$ cat src/rtl/proc_pkg.sv
// Shared types and widths for the processor pipeline stages.
// The MEM stage FSM encoding lives here so other stages can decode it if needed.
package proc_pkg;

   localparam int unsigned REG_W  = 4;
   localparam int unsigned DATA_W = 32;

   typedef enum logic {
      StIdle = 1'b0,
      StBus  = 1'b1
   } mem_state_e;

   // Word accesses only: both low address bits must be clear.
   function automatic logic word_aligned(input logic [DATA_W-1:0] addr);
      return addr[1:0] == 2'b00;
   endfunction

endpackage

$ cat src/rtl/mem_timeout_ctr.sv
// Loadable up-counter with synchronous clear, enable and terminal-count flag.
// Used by mem_stage to bound how long a bus access may wait for its ack.
module mem_timeout_ctr #(
   parameter int unsigned    W      = 8,
   parameter logic [W-1:0]   TC_VAL = '1
) (
   input  logic         clk,
   input  logic         rst_n,
   input  logic         clr,
   input  logic         load,
   input  logic [W-1:0] load_val,
   input  logic         en,
   output logic         tc
);

   logic [W-1:0] cnt_q;

   // Clear has priority over load, load over count.
   always_ff @(posedge clk or negedge rst_n) begin
      if (!rst_n) begin
         cnt_q <= '0;
      end else if (clr) begin
         cnt_q <= '0;
      end else if (load) begin
         cnt_q <= load_val;
      end else if (en) begin
         cnt_q <= cnt_q + 1'b1;
      end
   end

   assign tc = (cnt_q == TC_VAL);

endmodule

$ cat src/rtl/mem_stage.sv
// MEM pipeline stage: passes ALU results through to WB and performs word loads/stores
// over a req/ack bus, stalling EXE while an access is outstanding.
module mem_stage
   import proc_pkg::*;
#(
   parameter int unsigned ADDR_W  = 32,
   parameter int unsigned TIMEOUT = 16
) (
   input  logic              clk,
   input  logic              rst_n,
   input  logic              in_valid,
   output logic              in_ready,
   input  logic [DATA_W-1:0] exe_out,
   input  logic [DATA_W-1:0] rs2_val,
   input  logic              is_load_store,
   input  logic              is_store,
   input  logic [REG_W-1:0]  rd,
   input  logic              rd_we,
   input  logic [DATA_W-1:0] pc_in,
   output logic              dmem_req,
   output logic              dmem_we,
   output logic [ADDR_W-1:0] dmem_addr,
   output logic [DATA_W-1:0] dmem_wdata,
   input  logic [DATA_W-1:0] dmem_rdata,
   input  logic              dmem_ack,
   output logic              wb_valid,
   output logic              wb_we,
   output logic [REG_W-1:0]  wb_rd,
   output logic [DATA_W-1:0] wb_data,
   output logic [DATA_W-1:0] wb_pc,
   output logic              align_err,
   output logic              bus_err
);

   localparam int unsigned CTR_W = 8;

   mem_state_e          state_q;
   logic [REG_W-1:0]    rd_q;
   logic [DATA_W-1:0]   pc_q;
   logic                bus_start;
   logic                timeout_tc;

   assign in_ready  = (state_q == StIdle);
   assign bus_start = in_ready && in_valid && is_load_store && word_aligned(exe_out);

   // Counter reads k during the (k+1)-th BUS cycle, so TC at TIMEOUT-1 marks the last one.
   mem_timeout_ctr #(
      .W      (CTR_W),
      .TC_VAL (CTR_W'(TIMEOUT - 1))
   ) u_timeout_ctr (
      .clk      (clk),
      .rst_n    (rst_n),
      .clr      (bus_start),
      .load     (1'b0),
      .load_val ('0),
      .en       (state_q == StBus),
      .tc       (timeout_tc)
   );

   always_ff @(posedge clk or negedge rst_n) begin
      if (!rst_n) begin
         state_q    <= StIdle;
         rd_q       <= '0;
         pc_q       <= '0;
         dmem_req   <= 1'b0;
         dmem_we    <= 1'b0;
         dmem_addr  <= '0;
         dmem_wdata <= '0;
         wb_valid   <= 1'b0;
         wb_we      <= 1'b0;
         wb_rd      <= '0;
         wb_data    <= '0;
         wb_pc      <= '0;
         align_err  <= 1'b0;
         bus_err    <= 1'b0;
      end else begin
         wb_valid  <= 1'b0;
         align_err <= 1'b0;
         bus_err   <= 1'b0;
         unique case (state_q)
            StIdle: begin
               if (in_valid && !is_load_store) begin
                  wb_valid <= 1'b1;
                  wb_we    <= rd_we;
                  wb_rd    <= rd;
                  wb_data  <= exe_out;
                  wb_pc    <= pc_in;
               end else if (in_valid && !word_aligned(exe_out)) begin
                  align_err <= 1'b1;
                  wb_valid  <= 1'b1;
                  wb_we     <= 1'b0;
                  wb_rd     <= rd;
                  wb_data   <= '0;
                  wb_pc     <= pc_in;
               end else if (bus_start) begin
                  state_q    <= StBus;
                  rd_q       <= rd;
                  pc_q       <= pc_in;
                  dmem_req   <= 1'b1;
                  dmem_we    <= is_store;
                  dmem_addr  <= exe_out[ADDR_W-1:0];
                  dmem_wdata <= rs2_val;
               end
            end
            StBus: begin
               // Ack takes priority over a timeout landing in the same cycle.
               if (dmem_ack) begin
                  state_q  <= StIdle;
                  dmem_req <= 1'b0;
                  wb_valid <= 1'b1;
                  wb_we    <= !dmem_we;
                  wb_rd    <= rd_q;
                  wb_data  <= dmem_we ? '0 : dmem_rdata;
                  wb_pc    <= pc_q;
               end else if (timeout_tc) begin
                  state_q  <= StIdle;
                  dmem_req <= 1'b0;
                  bus_err  <= 1'b1;
                  wb_valid <= 1'b1;
                  wb_we    <= 1'b0;
                  wb_rd    <= rd_q;
                  wb_data  <= '0;
                  wb_pc    <= pc_q;
               end
            end
            default: state_q <= StIdle;
         endcase
      end
   end

endmodule

$ cat config.mk
export PLATFORM = sky130hd
export DESIGN_NAME = mem_stage
export DESIGN_NICKNAME = d
export VERILOG_FILES = /design/src/rtl/proc_pkg.sv /design/src/rtl/mem_timeout_ctr.sv /design/src/rtl/mem_stage.sv
export SDC_FILE = /design/constraint.sdc
export NUM_CORES = 1
export LEC_CHECK = 0
export CORE_UTILIZATION = 46
export CTS_BUF_LIST = sky130_fd_sc_hd__clkbuf_4 sky130_fd_sc_hd__clkbuf_8
export CTS_CLUSTER_DIAMETER = 60
export DETAILED_ROUTE_END_ITERATION = 8
export GPL_ROUTABILITY_DRIVEN = 0
export PLACE_DENSITY = 0.79
export SLEW_MARGIN = 20
export SYNTH_ARGS = -nofsm -noshare
export SYNTH_HDL_FRONTEND = slang
export SYNTH_SLANG_ARGS = --single-unit
$ cat constraint.sdc
create_clock -name clk -period 2.3 [get_ports clk]
set_input_delay 0.46 -clock clk [delete_from_list [all_inputs] [get_ports clk]]
set_output_delay 0.46 -clock clk [all_outputs]
set_load 0.005 [all_outputs]
Yosys cells after proc, flatten, opt, wreduce, memory -nomap -nowiden
Cells that the tools add are included.
{"block": "word_totals", "wordCells": 81, "regBits": 183, "out_inout_bits": 139}
{"block": "op_classes", "mux": 43, "reduce_logical": 13, "addsub": 1, "n_eq_ne": 6, "bitwise_logic": 3}
{"cell": "2-to-1 mux 32 bit", "n": 9}
{"cell": "case mux 32 bit (2 select lines)", "n": 2}
{"cell": "2-to-1 mux 1 bit", "n": 21}
{"cell": "2-to-1 mux 4 bit", "n": 4}
{"cell": "2-to-1 mux 8 bit", "n": 2}
{"cell": "adder 8 x 1 -> 8 bit, second input constant", "n": 1}
{"cell": "equality test 8 x 4 -> 1 bit, second input constant", "n": 1}
{"cell": "case mux 1 bit (2 select lines)", "n": 4}
{"cell": "case mux 4 bit (2 select lines)", "n": 1}
{"cell": "AND reduction 4 bit", "n": 2}
{"cell": "logical AND 1 bit", "n": 5}
{"cell": "!= test 2 bit, second input constant", "n": 2}
{"cell": "logical NOT 1 bit", "n": 3}
{"cell": "!= test 3 x 1 -> 1 bit, second input constant", "n": 1}
{"cell": "!= test 3 x 2 -> 1 bit, second input constant", "n": 1}
{"cell": "NOT 1 bit", "n": 3}
{"cell": "logical NOT 2 bit", "n": 1}
{"cell": "!= test 2 x 1 -> 1 bit, second input constant", "n": 1}
{"cell": "AND reduction 2 bit", "n": 1}
{"cell": "nonzero test 2 bit", "n": 1}

Logic depth before layout (Yosys ltp)
{"block": "logic_depth", "word_depth": 8, "ltp_mapped": 8, "ltp_nobuf": 6}

By module
A second synthesis with hierarchy kept.
{"block": "unflattened", "cells_unflattened": 687, "hier_area_um2": 8152.8}
{"mod": "mem_stage", "cells_per_inst": 637, "area_per_inst_um2": 7686.1, "n_inst": 1}
{"mod": "mem_timeout_ctr", "cells_per_inst": 50, "area_per_inst_um2": 466.7, "n_inst": 1}

Worst setup path after synthesis
Ideal clock, no wire load.
{"block": "synth_timing", "path_type": "register to register", "start": "reg u_timeout_ctr.cnt_q[0]", "end": "reg wb_we", "stages_incl_launch_ff": 7, "t_required_ns": 2.174, "arrival_ns": 1.548, "setup_slack_ns": 0.626, "path_buffers": 1, "synth_period_minus_slack_ns": 1.674, "path_cell_list": "dfrtp_1 > ha_1 > nor3b_2 > a21oi_1 > or2_1 > buf_6 > a221o_1"}
{"block": "synth_between", "elab_chain_cells": 3}
{"item": "from (decl)", "line_no": "mem_timeout_ctr.sv:16", "text": "logic [W-1:0] cnt_q;"}
{"item": "from (signal assigned)", "line_no": "mem_timeout_ctr.sv:25", "text": "cnt_q <= load_val;"}
{"item": "from (signal assigned)", "line_no": "mem_timeout_ctr.sv:27", "text": "cnt_q <= cnt_q + 1'b1;"}
{"item": "equality test 8 x 4 -> 1 bit", "line_no": "mem_timeout_ctr.sv:31", "text": "assign tc = (cnt_q == TC_VAL);"}
{"item": "!= test 3 x 2 -> 1 bit (no source line)"}
{"item": "AND reduction 2 bit (no source line)"}
{"item": "to (signal assigned)", "line_no": "mem_stage.sv:84", "text": "wb_we <= rd_we;"}
{"item": "to (signal assigned)", "line_no": "mem_stage.sv:111", "text": "wb_we <= !dmem_we;"}
{"item": "to (decl)", "line_no": "mem_stage.sv:27", "text": "output logic wb_we,"}
No other way between the ends.
A chain may end at the register's enable or synchronous reset.

Worst setup path after layout
{"block": "layout_timing", "start": "reg state_q", "end": "out in_ready"}
{"block": "layout_between", "elab_chain_cells": 1}
{"item": "from (decl)", "line_no": "mem_stage.sv:37", "text": "mem_state_e state_q;"}
{"item": "from (signal assigned)", "line_no": "mem_stage.sv:62", "text": "state_q <= StIdle;"}
{"item": "from (signal assigned)", "line_no": "mem_stage.sv:96", "text": "state_q <= StBus;"}
{"item": "from (signal assigned)", "line_no": "mem_stage.sv:108", "text": "state_q <= StIdle;"}
{"item": "NOT 1 bit (no source line)"}
{"item": "to (decl)", "line_no": "mem_stage.sv:12", "text": "output logic in_ready,"}
No other way between the ends.

==> metrics.txt <==
# TYPE chip_impl_metric gauge
chip_impl_metric{name="floorplan.initialDensity",unit="%"} 47.3
chip_impl_metric{name="coreArea",unit="mm²"} 0.0160
chip_impl_metric{name="layout-drive-gt1-share",unit="%"} 6.55
chip_impl_info{name="cpMaxStageDelayCell",value="sky130_fd_sc_hd__clkdlybuf4s50_1"} 1
chip_impl_metric{name="vias_per_cell",unit=""} 5.01
chip_impl_metric{name="synth.net_count",unit=""} 924
chip_impl_metric{name="multi_input_comb_area",unit="mm²"} 0.00260
chip_impl_metric{name="syn-mean-instance-area",unit="µm²"} 9.66
chip_impl_metric{name="worst_setup_slack_after_placement",unit="ns"} 0.131
chip_impl_metric{name="fin_crit",unit="ns"} 2.17
chip_impl_metric{name="holdBufCountCts",unit=""} 0
chip_impl_metric{name="power.switching_fraction",unit="%"} 27.4
chip_impl_info{name="startpoint_type",value="register"} 1
chip_impl_info{name="grt_setup_unrepaired",value="no"} 1
chip_impl_metric{name="finalNetCount",unit=""} 1196
chip_impl_metric{name="clkSlewWorstSetupHoldPaths",unit="ns"} 0.09
chip_impl_metric{name="cts_htree_levels",unit=""} 4
chip_impl_metric{name="initial_antenna_violation_count",unit=""} 0
chip_impl_info{name="clock-root-buffer",value="sky130_fd_sc_hd__clkbuf_8"} 1
chip_impl_metric{name="max_slew.worst_pin.slew",unit="ns"} 0.595
chip_impl_metric{name="cts.sink_count",unit=""} 183
chip_impl_info{name="most_frequent_standard_cell_in_the_layout_excluding_fill_and_tap_cells",value="sky130_fd_sc_hd__nand2_1"} 1
chip_impl_metric{name="ant_nets_after_route",unit=""} 0
chip_impl_metric{name="timing.slew.headroom",unit="%"} 60.3
chip_impl_metric{name="crit_path_max_fanout",unit=""} 9
chip_impl_metric{name="max-vdd-ir-drop",unit="V"} 0.000461
chip_impl_metric{name="clkPwrFrac",unit="%"} 27.4
chip_impl_info{name="crit_type",value="reg2out"} 1
chip_impl_metric{name="wirelength",unit="mm"} 21.7
chip_impl_metric{name="clock_insertion_delay_worst_skew",unit="ns"} 0.46
chip_impl_metric{name="floorplan.die.width",unit="µm"} 130
chip_impl_metric{name="post_synth_mux_area_share",unit="%"} 4.91
chip_impl_metric{name="timing.setup.tns",unit="ns"} 0
chip_impl_metric{name="synthDistinctLibCells",unit=""} 31
chip_impl_metric{name="cts_buffer_depth",unit=""} 2
chip_impl_metric{name="worst_ep_required_time",unit="ns"} 1.84
chip_impl_metric{name="net-switching-power",unit="mW"} 2.30
chip_impl_metric{name="syn_inst",unit=""} 784
chip_impl_metric{name="clock.fmax",unit="MHz"} 461
chip_impl_metric{name="timing.critical_path.buf_inv",unit=""} 2
chip_impl_info{name="critical-path-top-delay-family",value="buffers and inverters"} 1
chip_impl_metric{name="synth_warnings",unit=""} 0
chip_impl_info{name="setup.worst_path.end_class",value="primary output"} 1
chip_impl_metric{name="final-hold-violation-count",unit=""} 0
chip_impl_info{name="final_cell_mix",value="304 x sky130_fd_sc_hd__nand2_1, 276 x sky130_fd_sc_hd__clkdlybuf4s50_1, 182 x sky130_fd_sc_hd__dfrtp_1"} 1
chip_impl_info{name="dominant_combinational_cell_family_by_area_after_synthesis",value="simple AND/OR/NAND/NOR gates"} 1
chip_impl_info{name="crit_chain",value="inv_1 -> clkdlybuf4s50_1"} 1
chip_impl_metric{name="cts_inserted_buffers",unit=""} 17
chip_impl_metric{name="rows",unit=""} 46
chip_impl_metric{name="sequentialPowerShare",unit="%"} 48.8
chip_impl_metric{name="timing.max_cap.violations",unit=""} 0
chip_impl_metric{name="dp_hpwl",unit="mm"} 15.0
chip_impl_metric{name="comb_power_share",unit="%"} 23.9
chip_impl_info{name="timing.hold.worst.class",value="in2async"} 1
chip_impl_metric{name="setup_ws",unit="ns"} 0.132
chip_impl_metric{name="mappedNetlistArea",unit="mm²"} 0.00757
chip_impl_metric{name="count_of_unresolved_drc_violations_after_routing",unit=""} 0
chip_impl_metric{name="diodes",unit=""} 0
chip_impl_metric{name="synth-seq-cells",unit=""} 183
chip_impl_metric{name="post_cts_buffers",unit=""} 0
chip_impl_info{name="outcome",value="complete, no violations"} 1
chip_impl_metric{name="ctsResizeCount",unit=""} 0
chip_impl_metric{name="fillCellCount",unit=""} 1278
chip_impl_metric{name="die_area",unit="mm²"} 0.0170
chip_impl_metric{name="drt-initial-drc-count",unit=""} 360
chip_impl_metric{name="first_pass_grt_wire_length",unit="mm"} 33.6
chip_impl_metric{name="areaGrowthSynthToFinish",unit="%"} 46.3
chip_impl_metric{name="grt-ovfl-total",unit=""} 0
chip_impl_metric{name="detailroute.via_count",unit=""} 6433
chip_impl_metric{name="power.static_leakage",unit="nW"} 5.06
chip_impl_metric{name="finalSetupViolCount",unit=""} 0
chip_impl_metric{name="pwr_density_cell",unit="mW/mm²"} 757
chip_impl_metric{name="yosys.area_share.xor_xnor",unit="%"} 0.463
chip_impl_metric{name="finalClockSkew",unit="ns"} 0.0153
chip_impl_metric{name="drt-pass1-iter-count",unit=""} 7
chip_impl_metric{name="ioPinCount",unit=""} 278
chip_impl_metric{name="synthesized_area_fraction_occupied_by_ao_oa_aoi_and_oai_cells",unit="%"} 10.9
chip_impl_metric{name="largest_net_degree_at_the_start_of_global_routing",unit=""} 70
chip_impl_metric{name="fp.dieH",unit="µm"} 130
chip_impl_metric{name="period_share",unit="%"} 94.3
chip_impl_metric{name="cp.arrival",unit="ns"} 1.71
chip_impl_metric{name="grt_pass1_vias",unit=""} 6358
chip_impl_metric{name="synth-adder-area-share",unit="%"} 0.165
chip_impl_metric{name="yosysSeqAreaShare",unit="%"} 60.5
chip_impl_metric{name="buffers_added_on_ports",unit=""} 277
chip_impl_metric{name="seq_area",unit="mm²"} 0.00458
chip_impl_metric{name="groute.usage.overall",unit="%"} 26.4
chip_impl_metric{name="synth_simple_gate_area_share",unit="%"} 17.6
chip_impl_metric{name="finalMaxSlewViolations",unit=""} 0
chip_impl_metric{name="critical-path-max-stage-delay",unit="ns"} 0.55
chip_impl_metric{name="cell_internal_pwr",unit="mW"} 6.08
chip_impl_metric{name="wl_per_cell",unit="µm"} 16.9
chip_impl_info{name="cts_tree",value="yes"} 1
-- metal layers --
layer / routed length [µm] / track usage, % / vias to the layer above
li1: - / - / 3082
met1: 8710 / 33.3 / 3093
met2: 10800 / 43.8 / 242
met3: 1880 / 8.49 / 16
met4: 240 / 7.39 / 0
met5: 0 / 0 / -
-- Yosys cell counts (all sizes together) --
master | instances | share of area (%)
nor2 | 9 | 0.45
or3 | 3 | 0.25
buf | 22 | 2.4
nand3b | 1 | 0.26
nand4 | 3 | 0.25
mux2 | 1 | 0.15
dfrtp | 183 | 60
a21oi | 4 | 0.26
and4bb | 1 | 0.17
nand2 | 304 | 15
clkbuf | 26 | 1.3
nor3b | 3 | 0.50
or2 | 2 | 0.17
mux2i | 36 | 4.8
inv | 34 | 1.7
and2 | 2 | 0.17
xnor2 | 1 | 0.12
a22oi | 32 | 3.2
nand2b | 1 | 0.083
o21ai | 108 | 7.1
a31o | 1 | 0.23
ha | 1 | 0.17
xor2 | 3 | 0.35
a221o | 1 | 0.13
nor3 | 2 | 0.28
-- power groups by stage --
| stage | registers (mW) | clock network [mW] | logic, mW |
|---|---|---|---|
| floorplan | 4.13 | 0 | 0.610 |
| global placement | 4.12 | 0 | 1.98 |
| detailed placement | 4.14 | 0 | 2.02 |
| CTS | 4.09 | 2.35 | 2.03 |
| global route | 4.16 | 2.47 | 2.21 |
| finish | 4.09 | 2.29 | 2.00 |
-- layout make-up --
type	count	share of cell area, %
clock buffer	19	2.30
multi-input combinational	519	23.5
tap	216	2.44
clock inverter	13	1.53
inverter	34	1.15
timing repair buffer	301	27.7
sequential	183	41.4
-- worst reg2reg max path, stage by stage (launching register included) --
cell,delay [ns]
sky130_fd_sc_hd__dfrtp_2,0.52
sky130_fd_sc_hd__buf_4,0.46
sky130_fd_sc_hd__nand4_1,0.28
sky130_fd_sc_hd__nor3_1,0.28
sky130_fd_sc_hd__xnor2_1,0.15
sky130_fd_sc_hd__nor2_1,0.06
-- final timing paths --
kind | from | end | slack (ns) | depth (start not counted)
worst max-delay path | state_q | in_ready | 0.13 | 2
worst min-delay path | rst_n | pc_q[29] | 0.02 | 1
worst max register to register | state_q | u_timeout_ctr.cnt_q[7] | 0.44 | 5
worst min register to register | pc_q[21] | pc_q[21] | 0.48 | 2
max in group asynchronous | rst_n | wb_rd[3] | 1.65 | 2
min in group clk | pc_q[21] | pc_q[21] | 0.48 | 2
-- state kept, by name (all words and copies together) (netlist names) --
signal	count
wb_we	1
dmem_req	1
u_timeout_ctr.cnt_q	8
dmem_addr	32
bus_err	1
rd_q	4
dmem_we	1
wb_valid	1
dmem_wdata	32
align_err	1
state_q	1
pc_q	32
wb_data	32
wb_pc	32
wb_rd	4
-- cells by family after synthesis --
kind of cell	count (synthesis)
AOI/OAI and AO/OA	146
xor gates and xnor gates	4
adders and majority gates	1
buffers and inverters	82
DFF	183
muxes	37
and+or+nand+nor	331
-- stage by stage --
step	hold WS (ns)	cell area, µm²	cells	power [mW]	utilization, %
3_5_place_dp	0.461	10700	1253	6.16	66.6
2_1_floorplan	0.164	7570	784	4.74	-
5_1_grt	0.0315	11100	1285	8.84	69.2
6_report	0.0196	11100	1285	8.38	69.2
3_3_place_gp	0.456	10700	1253	6.10	66.6
4_1_cts	0.0135	11100	1285	8.47	69.2
No activity file was read; power rests on OpenSTA's default activity.
